[config.mk]
export PLATFORM = sky130hd
export DESIGN_NAME = exec_unit
export DESIGN_NICKNAME = d
export VERILOG_FILES = /design/src/rtl/exec_pkg.sv /design/src/rtl/nzp_calc.sv /design/src/rtl/exec_unit.sv
export SDC_FILE = /design/constraint.sdc
export NUM_CORES = 1
export LEC_CHECK = 0
export CAP_MARGIN = 40
export CORE_MARGIN = 1.5
export CORE_UTILIZATION = 35
export CTS_CLUSTER_DIAMETER = 40
export DETAILED_ROUTE_END_ITERATION = 10
export REMOVE_ABC_BUFFERS = 1
export SLEW_MARGIN = 20
export SYNTH_ARGS = -nofsm -noshare
export SYNTH_HDL_FRONTEND = slang
export SYNTH_HIERARCHICAL = 1
export SYNTH_SLANG_ARGS = --single-unit
[constraint.sdc]
create_clock -name Clk -period 3.95 [get_ports Clk]
set_input_delay 0.395 -clock Clk [delete_from_list [all_inputs] [get_ports Clk]]
set_output_delay 0.395 -clock Clk [all_outputs]
set_load 0.01 [all_outputs]
[src/rtl/exec_pkg.sv]
`default_nettype none
// ============================================================================
// Module  : exec_pkg
// Brief   : Shared opcode/state encodings and constants for exec_unit.
// Revision: 1.0
// ============================================================================
package exec_pkg;

    typedef enum logic [1:0] {
        ALU_ADD = 2'b00,
        ALU_AND = 2'b01,
        ALU_NOT = 2'b10,
        ALU_MUL = 2'b11
    } aluk_e;

    typedef enum logic [1:0] {
        ST_IDLE = 2'b00,
        ST_CALC = 2'b01,
        ST_DONE = 2'b10
    } state_e;

    localparam int MUL_CYCLES = 16;

    function automatic logic [15:0] sext5(input logic [4:0] imm);
        return {{11{imm[4]}}, imm};
    endfunction

endpackage
`default_nettype wire

[src/rtl/nzp_calc.sv]
`default_nettype none
// ============================================================================
// Module  : nzp_calc
// Brief   : Combinational condition-code decode of a 16-bit value ({N,Z,P}).
// Revision: 1.0
// ============================================================================
module nzp_calc (
    input  logic [15:0] i_value,
    output logic [2:0]  o_nzp
);

    always_comb begin
        if (i_value[15])
            o_nzp = 3'b100;
        else if (i_value == 16'h0000)
            o_nzp = 3'b010;
        else
            o_nzp = 3'b001;
    end

endmodule
`default_nettype wire

[src/rtl/exec_unit.sv]
`default_nettype none
// ============================================================================
// Module  : exec_unit
// Brief   : ADD/AND/NOT in one cycle, 16-step shift-add MUL, registered NZP.
// Revision: 1.0
// ============================================================================
module exec_unit
    import exec_pkg::*;
(
    input  logic        Clk,
    input  logic        Reset,
    input  logic        Start,
    input  logic [1:0]  ALUK,
    input  logic        SR2MUX,
    input  logic [4:0]  IMM5,
    input  logic [15:0] SR1_OUT,
    input  logic [15:0] SR2_OUT,
    output logic [15:0] Result,
    output logic        Done,
    output logic        Busy,
    output logic [2:0]  NZP
);

    localparam logic [3:0] c_LAST_CNT = 4'(MUL_CYCLES - 1);

    state_e      r_state;
    logic [15:0] r_a;
    logic [15:0] r_b;
    logic [15:0] r_acc;
    logic [3:0]  r_cnt;
    logic [15:0] r_result;
    logic [2:0]  r_nzp;
    logic        r_done;
    logic        r_busy;

    logic [15:0] w_b_sel;
    logic [15:0] w_alu;
    logic [15:0] w_acc_step;
    logic        w_accept;
    logic        w_is_mul;
    logic        w_load;
    logic [15:0] w_load_val;
    logic [2:0]  w_nzp;

    always_comb begin
        w_b_sel    = SR2MUX ? sext5(IMM5) : SR2_OUT;
        w_accept   = Start && (r_state != ST_CALC);
        w_is_mul   = (ALUK == ALU_MUL);
        w_acc_step = r_acc + (r_b[0] ? r_a : 16'h0000);
        case (ALUK)
            ALU_ADD: w_alu = SR1_OUT + w_b_sel;
            ALU_AND: w_alu = SR1_OUT & w_b_sel;
            default: w_alu = ~SR1_OUT;
        endcase
        // Single-cycle ops load at acceptance; MUL loads on its final step.
        w_load     = 1'b0;
        w_load_val = w_alu;
        if (w_accept && !w_is_mul) begin
            w_load = 1'b1;
        end else if (r_state == ST_CALC && r_cnt == c_LAST_CNT) begin
            w_load     = 1'b1;
            w_load_val = w_acc_step;
        end
    end

    nzp_calc u_nzp_calc (
        .i_value (w_load_val),
        .o_nzp   (w_nzp)
    );

    always_ff @(posedge Clk) begin
        if (!Reset) begin
            r_state  <= ST_IDLE;
            r_a      <= 16'h0000;
            r_b      <= 16'h0000;
            r_acc    <= 16'h0000;
            r_cnt    <= 4'd0;
            r_result <= 16'h0000;
            r_nzp    <= 3'b010;
            r_done   <= 1'b0;
            r_busy   <= 1'b0;
        end else begin
            r_done <= 1'b0;
            r_busy <= 1'b0;
            case (r_state)
                ST_CALC: begin
                    r_acc <= w_acc_step;
                    r_a   <= r_a << 1;
                    r_b   <= r_b >> 1;
                    r_cnt <= r_cnt + 4'd1;
                    if (r_cnt == c_LAST_CNT) begin
                        r_state <= ST_DONE;
                        r_done  <= 1'b1;
                    end else begin
                        r_busy  <= 1'b1;
                    end
                end
                default: begin
                    if (w_accept) begin
                        r_a <= SR1_OUT;
                        r_b <= w_b_sel;
                        if (w_is_mul) begin
                            r_state <= ST_CALC;
                            r_busy  <= 1'b1;
                            r_acc   <= 16'h0000;
                            r_cnt   <= 4'd0;
                        end else begin
                            r_state <= ST_DONE;
                            r_done  <= 1'b1;
                        end
                    end else begin
                        r_state <= ST_IDLE;
                    end
                end
            endcase
            if (w_load) begin
                r_result <= w_load_val;
                r_nzp    <= w_nzp;
            end
        end
    end

    assign Result = r_result;
    assign Done   = r_done;
    assign Busy   = r_busy;
    assign NZP    = r_nzp;

endmodule
`default_nettype wire

Yosys cells after proc, flatten, opt, wreduce, memory -nomap -nowiden --
Cells that the tools add are included.
Operators by class: bitwise logic cells 3, add/subtract/negate cells 3, eq/ne operators 6, mux-type cells 31, reduce and logical (&&, ||, !) cells 10
Operators by type and width (number):
- 2-to-1 mux 16 bit | 9
- adder 16 bit | 2
- case mux 16 bit (2 select lines) | 1
- 2-to-1 mux 15 bit | 2
- bitwise AND 16 bit | 1
- zero test 16 bit | 1
- NOT 16 bit | 1
- 2-to-1 mux 4 bit | 3
- 2-to-1 mux 1 bit | 10
- 2-to-1 mux 2 bit | 5
- adder 4 x 1 -> 4 bit, second input constant | 1
- == test 2 x 1 -> 1 bit, second input constant | 2
- == test 4 bit, second input constant | 1
- != test 2 x 1 -> 1 bit, second input constant | 2
- nonzero test 2 bit | 2
- logical AND 1 bit | 3
- 2-to-1 mux 3 bit | 1
- == test 2 bit, second input constant | 1
- zero test 2 bit | 1
- AND reduction 2 bit | 1
- OR reduction 2 bit | 1
- zero test 1 bit | 1
- NOT 1 bit | 1
Storage, ports and cells: flip-flop bits (word level) 75, output and inout port bits 21, logic and storage cells 64

Logic depth before layout (Yosys ltp) --
Gate-level depths: netlist of the first run.
word-level depth 8, mapped depth 16, gate-level depth less buffers 14

Hierarchy --
The synthesis of the first run kept the hierarchy.
Modules (own cells, without submodules):
- exec_unit | area an instance 5258.8 um2, instances 1, seq. area each 1501.4 um2, cells an instance 667
- nzp_calc | area an instance 50.0 um2, instances 1, seq. area each 0.0 um2, cells an instance 7

Worst setup path after synthesis of the first run --
OpenSTA, ideal clock, no wires.
path type in2reg, start input port SR2MUX, end register r_nzp[0] (netlist: NZP[0]), library setup time 122 ps, setup slack 409 ps, data required time 3828 ps, stages 15, arrival 3419 ps, cells stage by stage clkbuf_1 mux2_2 ha_1 fa_1 a21o_1 a31oi_1 o21ai_1 a221oi_1 nor4b_1 a211oi_1 nor2_1 nor4_1 a41oi_1 nand2_1 a21boi_0
Between the ends: longest elaborated chain between the ends 8
Ends and longest elaborated chain:
- from (decl) | line exec_unit.sv:14 | input logic SR2MUX,
- 2-to-1 mux 16 bit * | line exec_unit.sv:46 | w_b_sel = SR2MUX ? sext5(IMM5) : SR2_OUT;
- adder 16 bit / bitwise AND 16 bit (equally long branches) | line exec_unit.sv:51, exec_unit.sv:52
- case mux 16 bit (2 select lines) * | line exec_unit.sv:50 | case (ALUK)
- 2-to-1 mux 16 bit | line exec_unit.sv:60 | end else if (r_state == ST_CALC && r_cnt == c_LAST_CNT) begin
- 2-to-1 mux 16 bit * | line exec_unit.sv:58 | if (w_accept && !w_is_mul) begin
- via w_load_val[12] | line exec_unit.sv:42 | logic [15:0] w_load_val;
- zero test 16 bit * | line nzp_calc.sv:15 | else if (i_value == 16'h0000)
- 2-to-1 mux 2 bit * | line nzp_calc.sv:15
- 2-to-1 mux 3 bit * | line nzp_calc.sv:13 | if (i_value[15])
- via w_nzp[0] | line exec_unit.sv:43 | logic [2:0] w_nzp;
- to (signal assigned) | line exec_unit.sv:118 | r_nzp <= w_nzp;
- to (decl) | line exec_unit.sv:32 | logic [2:0] r_nzp;
The timed path passes the listed nets; every way through them passes the cells marked *. A chain may end at the register's enable or synchronous reset.

Final worst setup path of the first run --
start input port SR2_OUT[0], end register r_nzp[0] (netlist: NZP[0])
Between the ends: longest elaborated chain between the ends 8
Ends and longest elaborated chain:
- from (decl) | line exec_unit.sv:17 | input logic [15:0] SR2_OUT,
- 2-to-1 mux 16 bit * | line exec_unit.sv:46
- adder 16 bit * | line exec_unit.sv:51 | ALU_ADD: w_alu = SR1_OUT + w_b_sel;
- case mux 16 bit (2 select lines) * | line exec_unit.sv:50
- 2-to-1 mux 16 bit | line exec_unit.sv:60
- 2-to-1 mux 16 bit * | line exec_unit.sv:58
- via w_load_val[12] | line exec_unit.sv:42
- zero test 16 bit * | line nzp_calc.sv:15
- 2-to-1 mux 2 bit * | line nzp_calc.sv:15
- 2-to-1 mux 3 bit * | line nzp_calc.sv:13
- via w_nzp[0] | line exec_unit.sv:43
Marks and branches as above.

==> results.py, run 1 <==
metrics = {
    "sta": {
        "worst_setup_skew_after_layout_ps": 7.56,
        "slew-limit-headroom": 0.544,
        "final.min_clock_period_ps": 3540,
        "timing_worst_slew_pin_value_ps": 682,
        "timing_max_transition_violations_final": 0,
        "rsz0062_at_grt": "no",
        "final_hold_viol_count": 0,
        "clock.fmax_ghz": 0.283,
        "setup-violations-final": 0,
        "final.period_utilization": 0.896,
        "setup_slack_ps": 412,
    },
    "finish": {
        "final_common_cell": "sky130_fd_sc_hd__nand2_1",
        "mostFrequentLayoutCells": "sky130_fd_sc_hd__nand2_1 (94), sky130_fd_sc_hd__dfxtp_1 (75), sky130_fd_sc_hd__clkdlybuf4s50_1 (60), sky130_fd_sc_hd__buf_4 (58), sky130_fd_sc_hd__a21oi_1 (49)",
        "multi_input_area_mm2": 0.00364,
        "n_fill_cell": 1466,
        "antenna_cells_inserted": 0,
        "final_area_mm2": 0.00680,
        "synthToLayoutAreaGrowth_pct": 28.0,
        "nNetsFinal": 840,
        "final_core_utilization": 0.462,
        "sequential_cell_area_mm2": 0.00150,
        "drive_gt1_frac": 0.126,
    },
    "routing": {
        "drt-total-wl_mm": 16.3,
        "drtIter0Drc": 368,
        "wire_per_inst_um": 17.1,
        "dr_total_vias": 5324,
        "drt_pass1_iterations": 6,
        "vias_per_cell": 5.59,
        "drt.antenna.violating_nets": 0,
        "drcViolationCount": 0,
    },
    "yosys": {
        "synth-seq-cells": 75,
        "post_synth_and_or_nand_nor_area_fraction": 0.223,
        "post_synth_instance_area_mm2": 0.00531,
        "postSynth.asyncResetShare": 0,
        "synth_ff_type": "sky130_fd_sc_hd__dfxtp_1",
        "combinational_family_with_the_most_area_after_synthesis": "compound AO/OA/AOI/OAI gates",
        "netlist-cell-type-count": 58,
        "synth_edf_count": 0,
        "synthesized_instance_count": 674,
        "post_synth_fa_ha_maj_area_fraction": 0.0830,
        "ys_seq_area_frac": 0.283,
        "post_synth_xor_area_fraction": 0.0363,
        "synth-warning-count": 6,
        "mux_cell_area_share_after_synthesis": 0.0622,
        "synth-compound-area-share": 0.272,
        "postSynthAreaPerCell_um2": 7.88,
    },
    "clocking": {
        "cts_num_sinks": 75,
        "insertion_delay_to_the_later_sink_of_the_worst_skew_pair_ps": 350,
        "hold_buffers": 0,
        "clock_tree.buffer_depth": 2,
        "worst_path_clk_slew_ps": 60,
        "htree_num_levels": 3,
        "clock_tree_from_tritoncts": "built",
        "root_cell_of_the_clock_tree": "sky130_fd_sc_hd__clkbuf_16",
        "tritoncts.num_buffers": 9,
    },
    "placed_design": {
        "post_dp_cell_area_mm2": 0.00646,
        "post-dp-hpwl_mm": 12.4,
        "gpl.final_weighted_congestion": 0.864,
        "place_ws_ps": -342,
        "numPortBuffers": 63,
    },
    "critical_path": {
        "worstPathCellList": "clkdlybuf4s50_1, mux2_2, ha_1, fa_1, a21o_1, a31oi_2, o21ai_1, a221oi_2, nor4b_1, a211oi_1, nor2_1, nor4_2, a41oi_1, nand2_1, a21boi_0",
        "timing.critical_path.depth": 15,
        "cp.arrival_ps": 3770,
        "cp-end-kind": "flop",
        "cp_slowest_cell": "sky130_fd_sc_hd__clkdlybuf4s50_1",
        "critical_path_buffers_and_inverters": 1,
        "cp_data_required_time_ps": 4180,
        "reg2reg_depth": 14,
        "criticalPathCategory": "primary input to flop",
        "crit_family": "compound AO/OA/AOI/OAI gates",
        "worstSetupStartpointType": "primary input",
        "critPathMaxFanout": 3,
        "max_stage_delay_ps": 420,
    },
    "global_route": {
        "grt_overflow": 0,
        "antenna_found_initial": 0,
        "grt_first_pass_wirelength_mm": 26.1,
        "track_usage": 0.207,
        "grt_pass1_vias": 5185,
        "grt_start_max_net_pins": 51,
    },
    "power": {
        "power.ir.vdd_worst_v": 0.000219,
        "power.leakage_uw": 0.00303,
        "pwr_density_cell_mw_per_mm2": 329,
    },
    "floorplan": {
        "fp.dieW_um": 126,
        "full_die_area_mm2": 0.0159,
        "number_of_placement_rows": 44,
        "floorplan.initialDensity": 0.361,
        "die_h_um": 126,
        "top_level_ports": 64,
        "core_mm2": 0.0147,
    },
    "status": {
        "status": "completed",
    },
    "run": {
        "timing.max_cap.violations": 0,
    },
    "worst_hold_path": {
        "timing.hold.worst_path_depth": 2,
        "hold_path.class": "primary input to flop",
    },
}
## sequential cells by signal, indices dropped and copies added, names as in the netlist
name	flops
r_cnt	4
r_acc	16
NZP	3
Done	1
r_a	16
r_b	16
r_state	2
Result	16
Busy	1
## final timing paths
path              start   endpoint  slack [ps]
max reg2reg      r_b[0]     NZP[0]         560
min reg2reg   Result[2]  Result[2]         470
min               Reset     r_b[6]         430
max          SR2_OUT[0]     NZP[0]         410
## synthesized netlist by cell type, types with 7 or more instances
cell type	count	area, µm²
sky130_fd_sc_hd__a211oi_1	7	52.6
sky130_fd_sc_hd__a21boi_0	8	60.1
sky130_fd_sc_hd__a21o_1	12	90.1
sky130_fd_sc_hd__a21oi_1	50	250
sky130_fd_sc_hd__a22oi_1	13	97.6
sky130_fd_sc_hd__a311oi_1	14	123
sky130_fd_sc_hd__a31oi_1	9	56.3
sky130_fd_sc_hd__and2_1	21	131
sky130_fd_sc_hd__clkbuf_1	38	143
sky130_fd_sc_hd__dfxtp_1	75	1500
sky130_fd_sc_hd__ha_1	32	400
sky130_fd_sc_hd__inv_1	10	37.5
sky130_fd_sc_hd__mux2_2	8	90.1
sky130_fd_sc_hd__mux2i_1	24	240
sky130_fd_sc_hd__nand2_1	94	353
sky130_fd_sc_hd__nand2b_1	16	100
sky130_fd_sc_hd__nand3_1	15	75.1
sky130_fd_sc_hd__nor2_1	40	150
sky130_fd_sc_hd__nor2b_1	27	169
sky130_fd_sc_hd__o211a_1	15	150
sky130_fd_sc_hd__o211ai_1	12	90.1
sky130_fd_sc_hd__o21ai_0	32	160
sky130_fd_sc_hd__o21ai_1	8	40.0
sky130_fd_sc_hd__xnor2_1	15	131
sky130_fd_sc_hd__xor2_1	7	61.3
## power breakdown
group          switching, µW  total [µW]  leakage [µW]  internal [µW]
clock                    339         800      0.000140            462
combinational            309         604       0.00228            295
sequential              30.3         833      0.000616            803
## cell families after synthesis
family	Yosys count
compound gates	210
xor+xnor	22
fa+ha+maj	34
buf+inv	56
flops	75
mux	32
simple gates	245
## metrics by stage
stage | std cells | setup TNS (ps) | total power [µW] | hold WS (ps)
after floorplan | 628 | -196 | 1150 | 441
after global placement | 933 | -661 | 1430 | 454
after detailed placement | 935 | -681 | 1440 | 466
after CTS | 951 | 0 | 2250 | 477
after global routing | 952 | 0 | 2350 | 458
final | 952 | 0 | 2240 | 435
## cell type report
cell class,instances,area share
Clock buffer,13,0.0383
Clock inverter,3,0.00331
Inverter,10,0.00552
Multi-Input combinational cell,543,0.536
Sequential cell,75,0.221
Tap cell,184,0.0339
Timing Repair Buffer,124,0.163
## metal layers
metal	wire (µm)	vias up	global-route usage
li1	-	2633	-
met1	7900	2530	0.280
met2	7460	141	0.333
met3	651	20	0.0395
met4	255	0	0.0649
met5	0	-	0
## worst reg2reg max path, cell delays in order (launching register included)
cell	delay (ps)
sky130_fd_sc_hd__dfxtp_1	340
sky130_fd_sc_hd__buf_4	180
sky130_fd_sc_hd__and2_1	180
sky130_fd_sc_hd__fa_1	440
sky130_fd_sc_hd__a21o_1	210
sky130_fd_sc_hd__a311o_1	400
sky130_fd_sc_hd__a41o_1	300
sky130_fd_sc_hd__a221oi_2	310
sky130_fd_sc_hd__xnor2_1	240
sky130_fd_sc_hd__nand2_1	90
sky130_fd_sc_hd__o21ai_1	120
sky130_fd_sc_hd__nor4_2	80
sky130_fd_sc_hd__a41oi_1	210
sky130_fd_sc_hd__nand2_1	70
sky130_fd_sc_hd__a21boi_0	150
## what timing repair did
action / CTS / global route
buffers inserted: 0 / 0
resized for setup: 0 / 7
setup endpoints to repair: 0 / 2
Note: power is estimated with default switching activity, not from simulation.
==> run 2, diff against run 1 <==
clock period = 2.9 ns   (was 3.95 ns; I/O delays follow)
==> run 2 against run 1 <==
Effect of this change:
- the run now ends with setup timing left
- clock-buffer cell count is 3 lower
- core utilization is 9.2 points higher
- first-iteration DRC count is 8.2% higher
- non-clock buffer count is 108 higher
- die area stayed put
- routed wire length is 14% higher
- worst hold slack worse by 26 ps
- sequential power is 36% higher
- highest routed layer unchanged
==> results.py, run 2 (synthesis gave the netlist of run 1 again) <==
metrics = {
    "placed_design": {
        "gpl.final_weighted_congestion": 0.863,
        "post-dp-hpwl_mm": 13.5,
        "numPortBuffers": 63,
        "dp_cells": 1028,
        "place_ws_ps": -1450,
    },
    "finish": {
        "nNetsFinal": 948,
        "mostFrequentLayoutCells": "sky130_fd_sc_hd__buf_4 (163), sky130_fd_sc_hd__nand2_1 (92), sky130_fd_sc_hd__dfxtp_1 (73), sky130_fd_sc_hd__clkdlybuf4s50_1 (57), sky130_fd_sc_hd__a21oi_1 (42)",
        "synthToLayoutAreaGrowth_pct": 53.4,
        "n_fill_cell": 1343,
        "final_core_utilization": 0.554,
        "drive_gt1_frac": 0.304,
        "antenna_cells_inserted": 0,
        "final_cells": 1059,
        "final_common_cell": "sky130_fd_sc_hd__buf_4",
    },
    "status": {
        "violations": "setup timing",
        "status": "finished with violations",
    },
    "clocking": {
        "cts_num_sinks": 75,
        "root_cell_of_the_clock_tree": "sky130_fd_sc_hd__clkbuf_16",
        "worst_path_clk_slew_ps": 70,
        "hold_buffers": 0,
        "tritoncts.num_buffers": 9,
        "insertion_delay_to_the_later_sink_of_the_worst_skew_pair_ps": 350,
        "clock_tree.buffer_depth": 2,
        "htree_num_levels": 3,
        "clock_tree_from_tritoncts": "built",
    },
    "sta": {
        "setup_slack_ps": -196,
        "setup-violations-final": 2,
        "clock.fmax_ghz": 0.323,
        "worst_setup_skew_after_layout_ps": 9.85,
        "finalSetupTns_ps": -382,
        "slew-limit-headroom": 0.624,
        "final.period_utilization": 1.07,
        "final.min_clock_period_ps": 3100,
        "final_hold_viol_count": 0,
        "rsz0062_at_grt": "yes",
        "timing_max_transition_violations_final": 0,
        "timing_worst_slew_pin_value_ps": 565,
    },
    "global_route": {
        "grt_start_max_net_pins": 40,
        "antenna_found_initial": 0,
        "grt_first_pass_wirelength_mm": 29.1,
        "track_usage": 0.230,
        "grt_pass1_vias": 5791,
        "grt_overflow": 0,
    },
    "routing": {
        "drt.antenna.violating_nets": 0,
        "drt-total-wl_mm": 18.6,
        "wire_per_inst_um": 17.6,
        "drcViolationCount": 0,
        "vias_per_cell": 5.47,
        "drtIter0Drc": 398,
        "dr_total_vias": 5790,
        "drt_pass1_iterations": 5,
    },
    "floorplan": {
        "die_h_um": 126,
        "fp.dieW_um": 126,
        "core_mm2": 0.0147,
        "top_level_ports": 64,
        "number_of_placement_rows": 44,
        "floorplan.initialDensity": 0.361,
        "full_die_area_mm2": 0.0159,
    },
    "worst_hold_path": {
        "whs_endpoint": "r_acc[9]",
        "timing.hold.worst_path_depth": 2,
        "hold_path.class": "primary input to flop",
        "min_from": "Reset",
    },
    "critical_path": {
        "worstSetupStartpointType": "flop",
        "worst-r2r-setup-slack_ps": -200,
        "cp_data_required_time_ps": 3190,
        "worst_r2r_startpoint": "r_b[0]",
        "critPathMaxFanout": 6,
        "cp-end-kind": "flop",
        "criticalPathCategory": "flop to flop",
        "regToRegEndpoint": "NZP[1]",
        "reg2reg_depth": 14,
        "cp.arrival_ps": 3390,
    },
    "power": {
        "pwr_density_cell_mw_per_mm2": 428,
        "switchingPower_uw": 1050,
        "power.share.combinational": 0.308,
        "clock_power_share": 0.366,
        "p_sw_frac": 0.300,
        "design_power_total_uw": 3480,
        "power.leakage_uw": 0.00364,
        "power.ir.vdd_worst_v": 0.000270,
        "power.share.sequential": 0.326,
        "p_int_uw": 2440,
    },
    "run": {
        "timing.max_cap.violations": 0,
    },
}
==> run 2: layer usage <==
layer,vias up,wire length [µm],GRT usage
met5,-,0,0
met4,0,401,0.0811
met3,29,732,0.0297
met2,163,8690,0.379
met1,2761,8780,0.309
li1,2837,-,-
==> run 2: how the worst max path moves through the flow <==
stage	startpoint	endpoint	cells past startpoint
6_report	r_b[0]	NZP[1]	14
5_1_grt	r_b[0]	NZP[1]	15
4_1_cts	r_a[0]	NZP[0]	14
3_5_place_dp	SR2MUX	NZP[0]	15
3_3_place_gp	SR2MUX	NZP[1]	15
2_1_floorplan	r_state[0]	NZP[0]	8
==> run 2: what timing repair did <==
item	CTS	global route
pin swaps	28	28
setup endpoints to repair	14	4
setup buffers	10	5
cloned	0	2
gates resized for setup	73	36
==> run 2: cell type report <==
cell class                 count  area [µm²]  area share
clock buffer                  10         239      0.0294
inverter                      10        37.5     0.00461
sequential                    75        1500       0.185
clock inverter                 5        85.1      0.0105
multi-input combinational    543        4090       0.502
tap                          184         230      0.0283
timing repair buffer         232        1960       0.241
==> run 2: per-stage QoR <==
stage / area (µm²) / hold slack, ps
floorplan: 5130 / 362
global route: 8140 / 431
CTS: 7870 / 395
detailed placement: 7160 / 458
finish: 8140 / 408
global placement: 7160 / 452
==> run 2: power by group through the flow <==
stage          clock [µW]  sequential [µW]  combinational (µW)
2_1_floorplan           0             1160                 417
3_3_place_gp            0             1150                 906
3_5_place_dp            0             1160                 916
4_1_cts              1280             1130                1010
5_1_grt              1330             1140                1150
6_report             1270             1130                1070
==> run 2: critical path, cell delays in order, from the launching register on <==
cell and delay (ps):
sky130_fd_sc_hd__dfxtp_2 330, sky130_fd_sc_hd__buf_6 130, sky130_fd_sc_hd__and2_4 150, sky130_fd_sc_hd__fa_2 360, sky130_fd_sc_hd__a21o_1 190, sky130_fd_sc_hd__a311o_1 320
sky130_fd_sc_hd__a41o_1 290, sky130_fd_sc_hd__a221oi_2 290, sky130_fd_sc_hd__xnor2_1 140, sky130_fd_sc_hd__nand2_1 90, sky130_fd_sc_hd__o21ai_2 60, sky130_fd_sc_hd__nor4_2 320
sky130_fd_sc_hd__and4_1 230, sky130_fd_sc_hd__nand2_1 50, sky130_fd_sc_hd__nand3_1 80
==> run 3, diff against run 2 <==
==> constraint.sdc (replaced) <==
create_clock -name Clk -period 2.9 [get_ports Clk]
set_input_delay 0.58 -clock Clk [delete_from_list [all_inputs] [get_ports Clk]]
set_output_delay 0.58 -clock Clk [all_outputs]
set_load 0.01 [all_outputs]
==> run 3 against run 2 <==
Effect of this change:
- the flow still finishes with violations (setup timing)
- global-route usage is 0.32 points lower
- clock skew is 3.5 ps lower
- register-to-register slack worse by 20 ps
- clock-buffer cell count is 3 higher
- routed wire length is 3.7% lower
- critical endpoint is now NZP[0]
- largest cell class unchanged
- largest power group unchanged
- highest routed layer unchanged
==> results.py, run 3 (synthesis gave the netlist of run 1 again) <==
metrics = {
    "routing": {
        "met2WireLength_mm": 8.53,
        "drt-total-wl_mm": 17.9,
        "drt_pass1_iterations": 5,
        "wire_per_inst_um": 16.8,
        "drt.antenna.violating_nets": 0,
        "vias_per_cell": 5.39,
        "met1Wirelength_mm": 8.34,
        "dr.max_layer_used": "met4",
        "drcViolationCount": 0,
        "dr_total_vias": 5765,
        "drtIter0Drc": 326,
        "met3_wirelength_um": 754,
    },
    "critical_path": {
        "critPathMaxFanout": 5,
        "cp-end-kind": "flop",
        "max_stage_delay_ps": 470,
        "cp.arrival_ps": 3540,
        "critical-path-top-cell-by-count": "sky130_fd_sc_hd__buf_6",
        "reg2reg_depth": 14,
        "worst-r2r-setup-slack_ps": -220,
        "worst_r2r_startpoint": "r_b[0]",
        "cp_slowest_cell": "sky130_fd_sc_hd__or4_1",
        "criticalPathCategory": "primary input to flop",
        "regToRegEndpoint": "NZP[0]",
        "worstPathCellList": "buf_12, buf_8, buf_6, mux2_4, ha_4, o211ai_1, o211ai_2, a31oi_4, buf_6, or4_1, and3_4, mux2i_2, nor4_2, a41oi_1, nand2_1, a21boi_1",
        "worstSetupStartpointType": "primary input",
        "cp_data_required_time_ps": 3190,
    },
    "sta": {
        "setup_slack_ps": -353,
        "timing_max_transition_violations_final": 0,
        "slew-limit-headroom": 0.641,
        "clock.fmax_ghz": 0.307,
        "rsz0062_at_grt": "yes",
        "timing_worst_slew_pin_value_ps": 539,
        "final.period_utilization": 1.12,
        "setup-violations-final": 2,
        "worst_setup_skew_after_layout_ps": 6.33,
        "final_hold_viol_count": 0,
        "final.min_clock_period_ps": 3250,
    },
    "clocking": {
        "root_cell_of_the_clock_tree": "sky130_fd_sc_hd__clkbuf_16",
        "clock_tree_from_tritoncts": "built",
        "tritoncts.num_buffers": 9,
        "worst_path_clk_slew_ps": 60,
        "insertion_delay_to_the_later_sink_of_the_worst_skew_pair_ps": 350,
        "clock_tree.buffer_depth": 2,
        "htree_num_levels": 3,
        "cts_num_sinks": 75,
        "hold_buffers": 0,
    },
    "power": {
        "power.leakage_uw": 0.00374,
        "power.ir.vdd_worst_v": 0.000324,
        "design_power_total_uw": 3500,
        "pwr_density_cell_mw_per_mm2": 432,
    },
    "finish": {
        "mostFrequentLayoutCells": "sky130_fd_sc_hd__buf_4 (170), sky130_fd_sc_hd__nand2_1 (91), sky130_fd_sc_hd__dfxtp_1 (74), sky130_fd_sc_hd__clkdlybuf4s50_1 (49), sky130_fd_sc_hd__a21oi_1 (43)",
        "synthToLayoutAreaGrowth_pct": 52.7,
        "drive_gt1_frac": 0.294,
        "final_cells": 1069,
        "antenna_cells_inserted": 0,
        "nNetsFinal": 957,
        "final_common_cell": "sky130_fd_sc_hd__buf_4",
        "n_fill_cell": 1364,
    },
    "global_route": {
        "grt_pass1_vias": 5828,
        "track_usage": 0.227,
        "grt_overflow": 0,
        "antenna_found_initial": 0,
        "grt_first_pass_wirelength_mm": 28.6,
        "grt_start_max_net_pins": 48,
    },
    "placed_design": {
        "dp_cells": 1037,
        "post-dp-hpwl_mm": 13.1,
        "numPortBuffers": 63,
        "gpl.final_weighted_congestion": 0.857,
    },
    "run": {
        "timing.max_cap.violations": 0,
    },
    "floorplan": {
        "core_mm2": 0.0147,
        "floorplan.initialDensity": 0.361,
        "full_die_area_mm2": 0.0159,
        "number_of_placement_rows": 44,
        "top_level_ports": 64,
        "fp.dieW_um": 126,
        "die_h_um": 126,
    },
    "worst_hold_path": {
        "timing.hold.worst_path_depth": 2,
        "whs_endpoint": "r_acc[13]",
        "hold_path.class": "flop to flop",
        "min_from": "r_acc[13]",
    },
    "status": {
        "status": "finished with violations",
        "violations": "setup timing",
    },
}
[run 3: area by class of cell]
| class | count | area (µm²) | share of cell area |
|---|---|---|---|
| tap | 184 | 230 | 0.0284 |
| timing repair buffer | 241 | 2030 | 0.251 |
| sequential | 75 | 1500 | 0.185 |
| clock inverter | 3 | 68.8 | 0.00849 |
| multi-input combinational | 543 | 3970 | 0.489 |
| clock buffer | 13 | 270 | 0.0333 |
| inverter | 10 | 37.5 | 0.00463 |
[run 3: critical path: cells and delay by family]
family          cells  cell delay [ps]
compound gates      5              910
fa+ha+maj           1              270
buf+inv             4              490
mux                 2              490
simple gates        4              790
[run 3: how the worst max path moves through the flow]
stage                     from  endpoint  slack, ps  depth (start not counted)
floorplan           r_state[0]    NZP[0]      -1150                          8
global placement        SR2MUX    NZP[1]      -1530                         15
detailed placement      SR2MUX    NZP[0]      -1680                         15
CTS                     SR2MUX    NZP[0]       -320                         16
global route            SR2MUX    NZP[0]       -450                         16
finish                  SR2MUX    NZP[0]       -350                         16
[run 3: what timing repair did]
action	in CTS	in global routing
setup endpoints to repair	18	9
setup buffers	9	7
pin swaps	32	36
resized for setup	57	53
cloned	1	0
[run 3: report_power, final]
| part | total, µW | internal [µW] | switching [µW] |
|---|---|---|---|
| clock | 1300 | 826 | 474 |
| sequential | 1130 | 1090 | 38.7 |
| combinational | 1070 | 568 | 502 |
| total | 3500 | 2490 | 1020 |
[run 3: per-layer routing]
metal	GRT usage	vias up
li1	-	2865
met1	0.291	2751
met2	0.383	125
met3	0.0429	24
met4	0.0757	0
met5	0	-
[run 3: through the flow]
step	util	area, µm²	setup TNS (ps)	hold WS (ps)	setup WS [ps]
2_1_floorplan	-	5130	-20740	441	-1150
3_3_place_gp	0.491	7220	-14860	450	-1530
3_5_place_dp	0.491	7220	-16510	456	-1680
4_1_cts	0.533	7830	-642	464	-321
5_1_grt	0.551	8110	-924	486	-450
6_report	0.551	8110	-672	459	-353
